`src/rtl/mem_access_unit.sv`:
```
// Load/store initiator between the execute stage and a word-addressed data memory.
// Sub-word stores use read-modify-write. Misaligned or reserved-size requests are rejected without any memory access.
module mem_access_unit (
  input  logic        clk_i,
  input  logic        rst_ni,
  input  logic        req_i,
  input  logic        wr_i,
  input  logic [1:0]  size_i,
  input  logic        sign_i,
  input  logic [31:0] addr_i,
  input  logic [31:0] wdata_i,
  output logic        ready_o,
  output logic        done_o,
  output logic        err_o,
  output logic [31:0] rdata_o,
  output logic [29:0] ad_o,
  output logic [31:0] wrdata_o,
  output logic        memwr_o,
  input  logic [31:0] dm_i
);

  typedef enum logic [2:0] {IDLE, READ, MERGE, WRITE, FIN} state_e;

  state_e      state_q, state_d;
  logic [31:0] addr_q, addr_d;
  logic        wr_q, wr_d;
  logic [1:0]  size_q, size_d;
  logic        sign_q, sign_d;
  logic [31:0] wdata_q, wdata_d;
  logic [31:0] rdata_q, rdata_d;
  logic [31:0] wrdata_q, wrdata_d;
  logic        err_q, err_d;

  logic        badReq;
  logic [4:0]  laneShift;
  logic [31:0] shifted;
  logic [7:0]  byteVal;
  logic [15:0] halfVal;
  logic [31:0] loadVal;
  logic [31:0] mergedVal;

  assign badReq = (size_i == 2'b11)
               || (size_i == 2'b01 && addr_i[0])
               || (size_i == 2'b10 && addr_i[1:0] != 2'b00);

  // Lane extraction and merge both work on the word returned in MERGE.
  always_comb begin
    laneShift = {addr_q[1:0], 3'b000};
    shifted   = dm_i >> laneShift;
    byteVal   = shifted[7:0];
    halfVal   = addr_q[1] ? dm_i[31:16] : dm_i[15:0];
    case (size_q)
      2'b00:   loadVal = {{24{sign_q & byteVal[7]}}, byteVal};
      2'b01:   loadVal = {{16{sign_q & halfVal[15]}}, halfVal};
      default: loadVal = dm_i;
    endcase
    mergedVal = dm_i;
    if (size_q == 2'b00) begin
      mergedVal[laneShift +: 8] = wdata_q[7:0];
    end else if (addr_q[1]) begin
      mergedVal[31:16] = wdata_q[15:0];
    end else begin
      mergedVal[15:0] = wdata_q[15:0];
    end
  end

  always_comb begin
    state_d  = state_q;
    addr_d   = addr_q;
    wr_d     = wr_q;
    size_d   = size_q;
    sign_d   = sign_q;
    wdata_d  = wdata_q;
    rdata_d  = rdata_q;
    wrdata_d = wrdata_q;
    err_d    = 1'b0;
    case (state_q)
      IDLE: begin
        if (req_i) begin
          addr_d  = addr_i;
          wr_d    = wr_i;
          size_d  = size_i;
          sign_d  = sign_i;
          wdata_d = wdata_i;
          if (badReq) begin
            state_d = FIN;
            err_d   = 1'b1;
          end else if (wr_i && size_i == 2'b10) begin
            state_d  = WRITE;
            wrdata_d = wdata_i;
          end else begin
            state_d = READ;
          end
        end
      end
      READ:  state_d = MERGE;
      MERGE: begin
        if (wr_q) begin
          wrdata_d = mergedVal;
          state_d  = WRITE;
        end else begin
          rdata_d = loadVal;
          state_d = FIN;
        end
      end
      WRITE:   state_d = FIN;
      FIN:     state_d = IDLE;
      default: state_d = IDLE;
    endcase
  end

  always_ff @(posedge clk_i or negedge rst_ni) begin
    if (!rst_ni) begin
      state_q  <= IDLE;
      addr_q   <= '0;
      wr_q     <= 1'b0;
      size_q   <= 2'b00;
      sign_q   <= 1'b0;
      wdata_q  <= '0;
      rdata_q  <= '0;
      wrdata_q <= '0;
      err_q    <= 1'b0;
    end else begin
      state_q  <= state_d;
      addr_q   <= addr_d;
      wr_q     <= wr_d;
      size_q   <= size_d;
      sign_q   <= sign_d;
      wdata_q  <= wdata_d;
      rdata_q  <= rdata_d;
      wrdata_q <= wrdata_d;
      err_q    <= err_d;
    end
  end

  assign ready_o  = (state_q == IDLE);
  assign memwr_o  = (state_q == WRITE);
  assign done_o   = (state_q == FIN);
  assign err_o    = err_q;
  assign rdata_o  = rdata_q;
  assign ad_o     = addr_q[31:2];
  assign wrdata_o = wrdata_q;

endmodule
```
`config.mk`:
```
export PLATFORM = sky130hd
export DESIGN_NAME = mem_access_unit
export DESIGN_NICKNAME = d
export VERILOG_FILES = /design/src/rtl/mem_access_unit.sv
export SDC_FILE = /design/constraint.sdc
export NUM_CORES = 1
export LEC_CHECK = 0
export BUFFER_PORTS_ARGS = -buffer_cell sky130_fd_sc_hd__clkbuf_2
export CAP_MARGIN = 15
export CORE_MARGIN = 1.5
export CORE_UTILIZATION = 47
export DETAILED_ROUTE_END_ITERATION = 6
export GPL_TIMING_DRIVEN = 1
export MAX_ROUTING_LAYER = met4
export PLACE_DENSITY = 0.77
export RECOVER_POWER = 50
export SYNTH_ARGS = -nofsm -noshare
export SYNTH_HDL_FRONTEND = slang
export SYNTH_SLANG_ARGS = --single-unit
```
`constraint.sdc`:
```
create_clock -name clk_i -period 1.9 [get_ports clk_i]
set_input_delay 0 -clock clk_i [delete_from_list [all_inputs] [get_ports clk_i]]
set_output_delay 0 -clock clk_i [all_outputs]
set_load 0.01 [all_outputs]
```
## Word-level counts from Yosys, hierarchy flattened

Cells that the tools add are included.

| storage, ports and cells | value |
|---|---|
| output and inout bits | 98 |
| bits in registers | 120 |
| bits in writable memories | 0 |
| bits in latches | 0 |
| bits in read-only memories | 0 |
| logic and storage cells | 59 |
| memories | 0 |
| input bits | 103 |

| operators by class | value |
|---|---|
| $lt $le $gt $ge | 0 |
| mux-type cells | 19 |
| $add $sub $neg | 1 |
| divide/modulo/power cells | 0 |
| reduce and logical (&&, ||, !) cells | 12 |
| bitwise logic cells | 3 |
| equal/unequal tests | 12 |
| shift-type cells | 3 |
| $mul | 0 |

Operators with widths:

| kind | count |
|---|---|
| 32-bit two-way mux | 5 |
| 32-bit one-hot mux with 2 select lines | 2 |
| 16-bit two-way mux | 3 |
| 32-bit bitwise mux | 1 |
| 8-bit by 7-bit variable shift with 32-bit output, first input constant | 1 |
| 8-bit by 7-bit variable part select with 32-bit output | 1 |
| 32-bit by 5-bit right shift with 8-bit output | 1 |
| 3-bit one-hot mux with 4 select lines | 1 |
| 3-bit two-way mux | 3 |
| 5-bit negation with 7-bit output | 1 |
| 3-bit by 2-bit equality test with 1-bit output, second input constant | 2 |
| 2-bit != test, second input constant | 3 |
| 5-bit AND reduction | 1 |
| 2-bit by 1-bit equality test with 1-bit output, second input constant | 2 |
| 2-bit equality test, second input constant | 2 |
| 2-bit AND reduction | 2 |
| 2-bit nonzero test | 2 |
| 3-bit by 1-bit equality test with 1-bit output, second input constant | 1 |
| 3-bit equality test, second input constant | 1 |
| 1-bit logical AND | 3 |
| 3-bit logical NOT | 1 |
| 1-bit two-way mux | 3 |
| 1-bit AND | 2 |
| 2-bit logical NOT | 1 |
| other kinds (4) | 5 |

## Logic depth before layout (Yosys ltp)

| depth | value |
|---|---|
| depth in word-level cells | 7 |
| depth in mapped cells | 9 |
| mapped depth without buffers | 6 |

## Worst setup path after synthesis

OpenSTA, ideal clock, no wires.

| path | value |
|---|---|
| path type | register to register |
| start | register addr_q[1] |
| end | register wrdata_q[22] (netlist: wrdata_o[22]) |
| data required time | 1775 ps |
| library setup time | 125 ps |
| cell stages (with the launch flop) | 10 |
| arrival time | 1970 ps |
| path slack | -195 ps |
| buffers on the path | 3 |
| clock period less this slack | 2095 ps |
| cell sequence | dfrtp_1 -> buf_4 -> buf_6 -> inv_1 -> ha_1 -> and3b_1 -> clkbuf_1 -> a311oi_1 -> o2bb2ai_1 -> mux2_2 |

| between the ends | value |
|---|---|
| word-level cells in the longest chain between the ends | 6 |
| elaborated cells between the ends (all ways) | 8 |
| those cells by class | add/sub: 1; shift: 2; mux: 5 |

Ends and longest elaborated chain:

| element | line | RTL |
|---|---|---|
| start, declared | 25 | `logic [31:0] addr_q, addr_d;` |
| start signal, assigned | 125 | `addr_q <= addr_d;` |
| 5-bit negation with 7-bit output | 59 | `mergedVal[laneShift +: 8] = wdata_q[7:0];` |
| 8-bit by 7-bit variable part select with 32-bit output or 8-bit by 7-bit variable shift with 32-bit output (tied branches) | 59 |  |
| 32-bit bitwise mux | 59 |  |
| 32-bit two-way mux * | 58 | `if (size_q == 2'b00) begin` |
| 32-bit two-way mux * | 98 | `if (wr_q) begin` |
| 32-bit one-hot mux with 2 select lines * | 77 | `case (state_q)` |
| end signal, assigned | 131 | `wrdata_q <= wrdata_d;` |
| end, declared | 31 | `logic [31:0] wrdata_q, wrdata_d;` |

Mark *: on every way between the ends. The rest lies on a longest branch, timed or not. The select of a mux whose other input is x is not followed.
A chain may end at the register's enable or synchronous reset.

## Worst setup path in the final report

| path | value |
|---|---|
| start | register addr_q[1] |
| end | register wrdata_q[5] (netlist: wrdata_o[5]) |

The elaborated chain is that of the path after synthesis.

==> metrics.md <==
| Metric | Value |
|---|---|
| Status | finished with violations |
| Failing checks | design-rule violations |
| First-pass DRT Iterations | 7 |
| FF+latch count, synth | 120 |
| Clock Tree Root | clkbuf_16 |
| Setup crit start kind | flop |
| Count leader, synth | mux2_2 |
| Vias/cell | a little under 6 |
| Mean Syn Cell Area | roughly 11 µm² |
| Placed Area | about 7800 µm² |
| DIE HEIGHT | about 120 µm |
| Grt total ovfl | 0 |
| Final instance area | between 9000 and 10000 µm² |
| I/O pins | between 200 and 250 |
| Primary FF master, synth | dfrtp_1 |
| EDFF count, synth | 0 |
| Post-Synthesis Cells | approximately 600 |
| CP Data Required Time | 2.26 ns |
| P_sw | around 6.4 mW |
| Filler instances | 1047 |
| Max Clk Rate | between 500 and 600 MHz |
| Vias in the first global route | 6309 |
| CTS Buffer Depth | 2 |
| H-tree depth | 4 |
| Flop-to-flop setup slack | between 0.02 and 0.03 ns |
| Slew @ Worst Pin | around 1.2 ns |
| CP dominant cell by count | buf_6 |
| Largest family of logic cells by synthesized area | multiplexers |
| CP max stage cell | dfrtp_1 |
| Leak | between 4 and 5 nW |
| DR DRC count | between 40 and 50 |
| Routed wire length | 22200 µm |
| CP Cell Sequence | inv_2, ha_4, buf_6, nor4bb_4, buf_6, a221oi_4, o2bb2ai_1, mux2_4 |
| Clk_lat worst skew | 0.42 ns |
| Hpwl dp | 15100 µm |
| Post-synthesis xor/xnor area fraction | 0% |
| Post-synth top cells | 121 x mux2_2, 120 x dfrtp_1, 52 x o21ai_0, 50 x nand2_1, 39 x nand3_1 |
| Switching Share | roughly two fifths |
| CP Depth | 8 |
| Vias post-DR | roughly 6300 |
| Maximum fanout along the worst path | 8 |
| Die width | roughly 120 µm |
| GRT Util Overall | a little under a third |
| Antenna-violating nets left | 0 |
| Placed cell count | approximately 940 |
| Top cells by area, synth | dfrtp_1 45%, mux2_2 20%, buf_4 3.9% |
| Buf/Inv on CP | 3 |
| DR iter-0 viols | approximately 570 |
| Cell area after synthesis | ~6700 µm² |
| Seq/Total Area, Yosys | between 40% and 50% |
| Pin count of the biggest net entering global routing | 70 |
| Hold Violations, Final | 0 |
| Crit Reg-Reg Endpoint | wrdata_o[5] |
| Layout cells sized above 1 | between 40 and 50% |
| Slew Viols, Final | 0 |
| Worst r2r src | addr_q[1] |
| Floorplan core area | 13900 µm² |
| Setup crit start | addr_q[1] |
| CP max stage delay | roughly 0.40 ns |
| Critical path data arrival time | ~2.2 ns |
| Fin crit share | between 90% and 100% |
| Final setup skew | roughly 0.0083 ns |
| Mux contribution to synthesized area | approximately a fifth |
| Initial Utilization | between 40% and 50% |
| Total Nets Final | ~1000 |
| Hold/Removal Path Class | in -> reg |
| R2R cell count | 8 |
| Clk slew on worst S/H paths | 0.06 ns |
| # setup viols final | 0 |
| Synth async-reset ratio | between 90% and 100% |
| Area share of fa/ha/maj cells after synthesis | less than 1% |
| Critical Path Sink | wrdata_o[5] |
| Area share of the largest cell type after synthesis | ~45% |
| Sequential share of power | between 20 and 30% |
| Post-synthesis simple-gate area fraction | roughly 9.8% |
| GPL Wtd Cong | just over 0.9 |
| Final cell count without fillers | around 1100 |
| CP Class | reg -> reg |
| Pint | 9.99 mW |
| Pwr Density | about 1700 nW/µm² |
| Register area | 3000 µm² |
| Global-route wire length before repair | between 30000 and 40000 µm |
| Max cap viols | 0 |
| Multi-input logic area | approximately 3400 µm² |
| Max rail drop VDD | ~0.9 mV |
| TritonCTS clock tree | done |
| WL/cell | 20.8 µm |
| Combinational share of power | between 40% and 50% |
| CP endpoint kind | flop |
| Std-Cell Rows | 43 |
| Final setup TNS | 0 ns |
| Clk sinks | 120 |
| Worst slew margin | 22.2% |
| Unrepaired setup endpoints after global routing | true |
| Yosys synthesis warning count | 0 |
| I/O Buffers | 200 |
| Initial antenna violation count | 2 |
| Num CTS Buffers | 17 |
| Hold path startpoint | dm_i[14] |
| Compound-Gate Fraction of Synth Area | between 10% and 20% |
| Die footprint | about 15000 µm² |
| Library cells used by synthesis | 44 |
| Synth Net Count | ~700 |
| Layout overhead on the synthesized area | 41.7% |
| Leading area contributor after synthesis | dfrtp_1 |
| Min Clock Period, post-route | around 1.9 ns |
| Clk pwr share | 21.1% |
| Cell family with most CP delay | buffers and inverters |
[repair_timing]
item,CTS,global route
setup buffers,3,4
setup endpoints to repair,14,52
hold endpoints to repair,221,0
gates resized for setup,11,35
pin swaps,6,15
hold buffers,82,0
[worst min path at each step]
stage / endpoint / cells after the start
finish: rdata_o[14] / 3
global route: wrdata_o[22] / 3
CTS: rdata_o[0] / 3
detailed placement: rdata_o[3] / 1
global placement: rdata_o[2] / 1
floorplan: addr_q[0] / 0
[area by class of cell]
type / instances / area share, %
Multi-Input combinational cell: 398 / 36.0
Clock buffer: 23 / 5.16
Tap cell: 180 / 2.38
Sequential cell: 120 / 31.8
Inverter: 10 / 0.397
Antenna cell: 2 / 0.0530
Timing Repair Buffer: 324 / 22.7
Clock inverter: 8 / 1.51
[stage by stage]
step	util [%]	total power [mW]	hold slack, ns	setup WS [ns]
CTS	67.2	16.1	0.00195	-0.00255
global placement	56.1	12.0	-0.178	-0.0500
finish	68.1	16.4	0.0365	0.0268
floorplan	-	9.83	-0.296	-0.00652
detailed placement	56.1	12.2	-0.175	-0.219
global route	68.1	17.3	0.0371	-0.0762
[logic make-up (layout without fill, tap and decap cells)]
family | Yosys count | in the layout
adders and majority gates | 5 | 5
DFF | 120 | 120
other | 0 | 2
buffers and inverters | 86 | 365
and+or+nand+nor | 129 | 129
AOI/OAI and AO/OA | 139 | 139
muxes | 125 | 125
[per-layer routing]
| metal | vias up | track usage [%] | routed length [µm] |
|---|---|---|---|
| li1 | 2768 | - | - |
| met1 | 3072 | 38.8 | 9240 |
| met2 | 347 | 46.9 | 10300 |
| met3 | 81 | 8.01 | 1660 |
| met4 | 0 | 16.6 | 952 |
| met5 | - | - | 0 |
[state kept, by name, summed over array words and instances (netlist names)]
signal,cells
wdata_q,16
sign_q,1
rdata_o,32
addr_q,32
wrdata_o,32
size_q,2
state_q,3
err_o,1
wr_q,1
[power by group through the flow]
| stage | sequential (mW) | clock [mW] | combinational, mW |
|---|---|---|---|
| finish | 4.85 | 3.46 | 8.09 |
| global route | 4.99 | 3.61 | 8.73 |
| CTS | 4.79 | 3.49 | 7.80 |
| detailed placement | 4.82 | 0 | 7.43 |
| global placement | 4.72 | 0 | 7.25 |
| floorplan | 4.85 | 0 | 4.98 |
[worst reg2reg max path, delay by kind of cell, from the launching register on]
family / cells / cell delay [ns]
multiplexers: 1 / 0.17
flip-flops: 1 / 0.40
AND/OR/NAND/NOR: 1 / 0.28
AO/OA/AOI/OAI: 2 / 0.28
buffers and inverters: 3 / 0.46
adder cells (fa/ha/maj): 1 / 0.23
[placed cells by master, fill, tap and decap left out, drive strengths merged, types with 23 or more instances in the layout]
cell type	count
clkbuf	225
a221oi	23
nand3	39
o21ai	53
o2bb2ai	25
nand2	50
dlygate4sd3	82
buf	40
dfrtp	120
mux2	124
(Power assumes the default switching activity.)
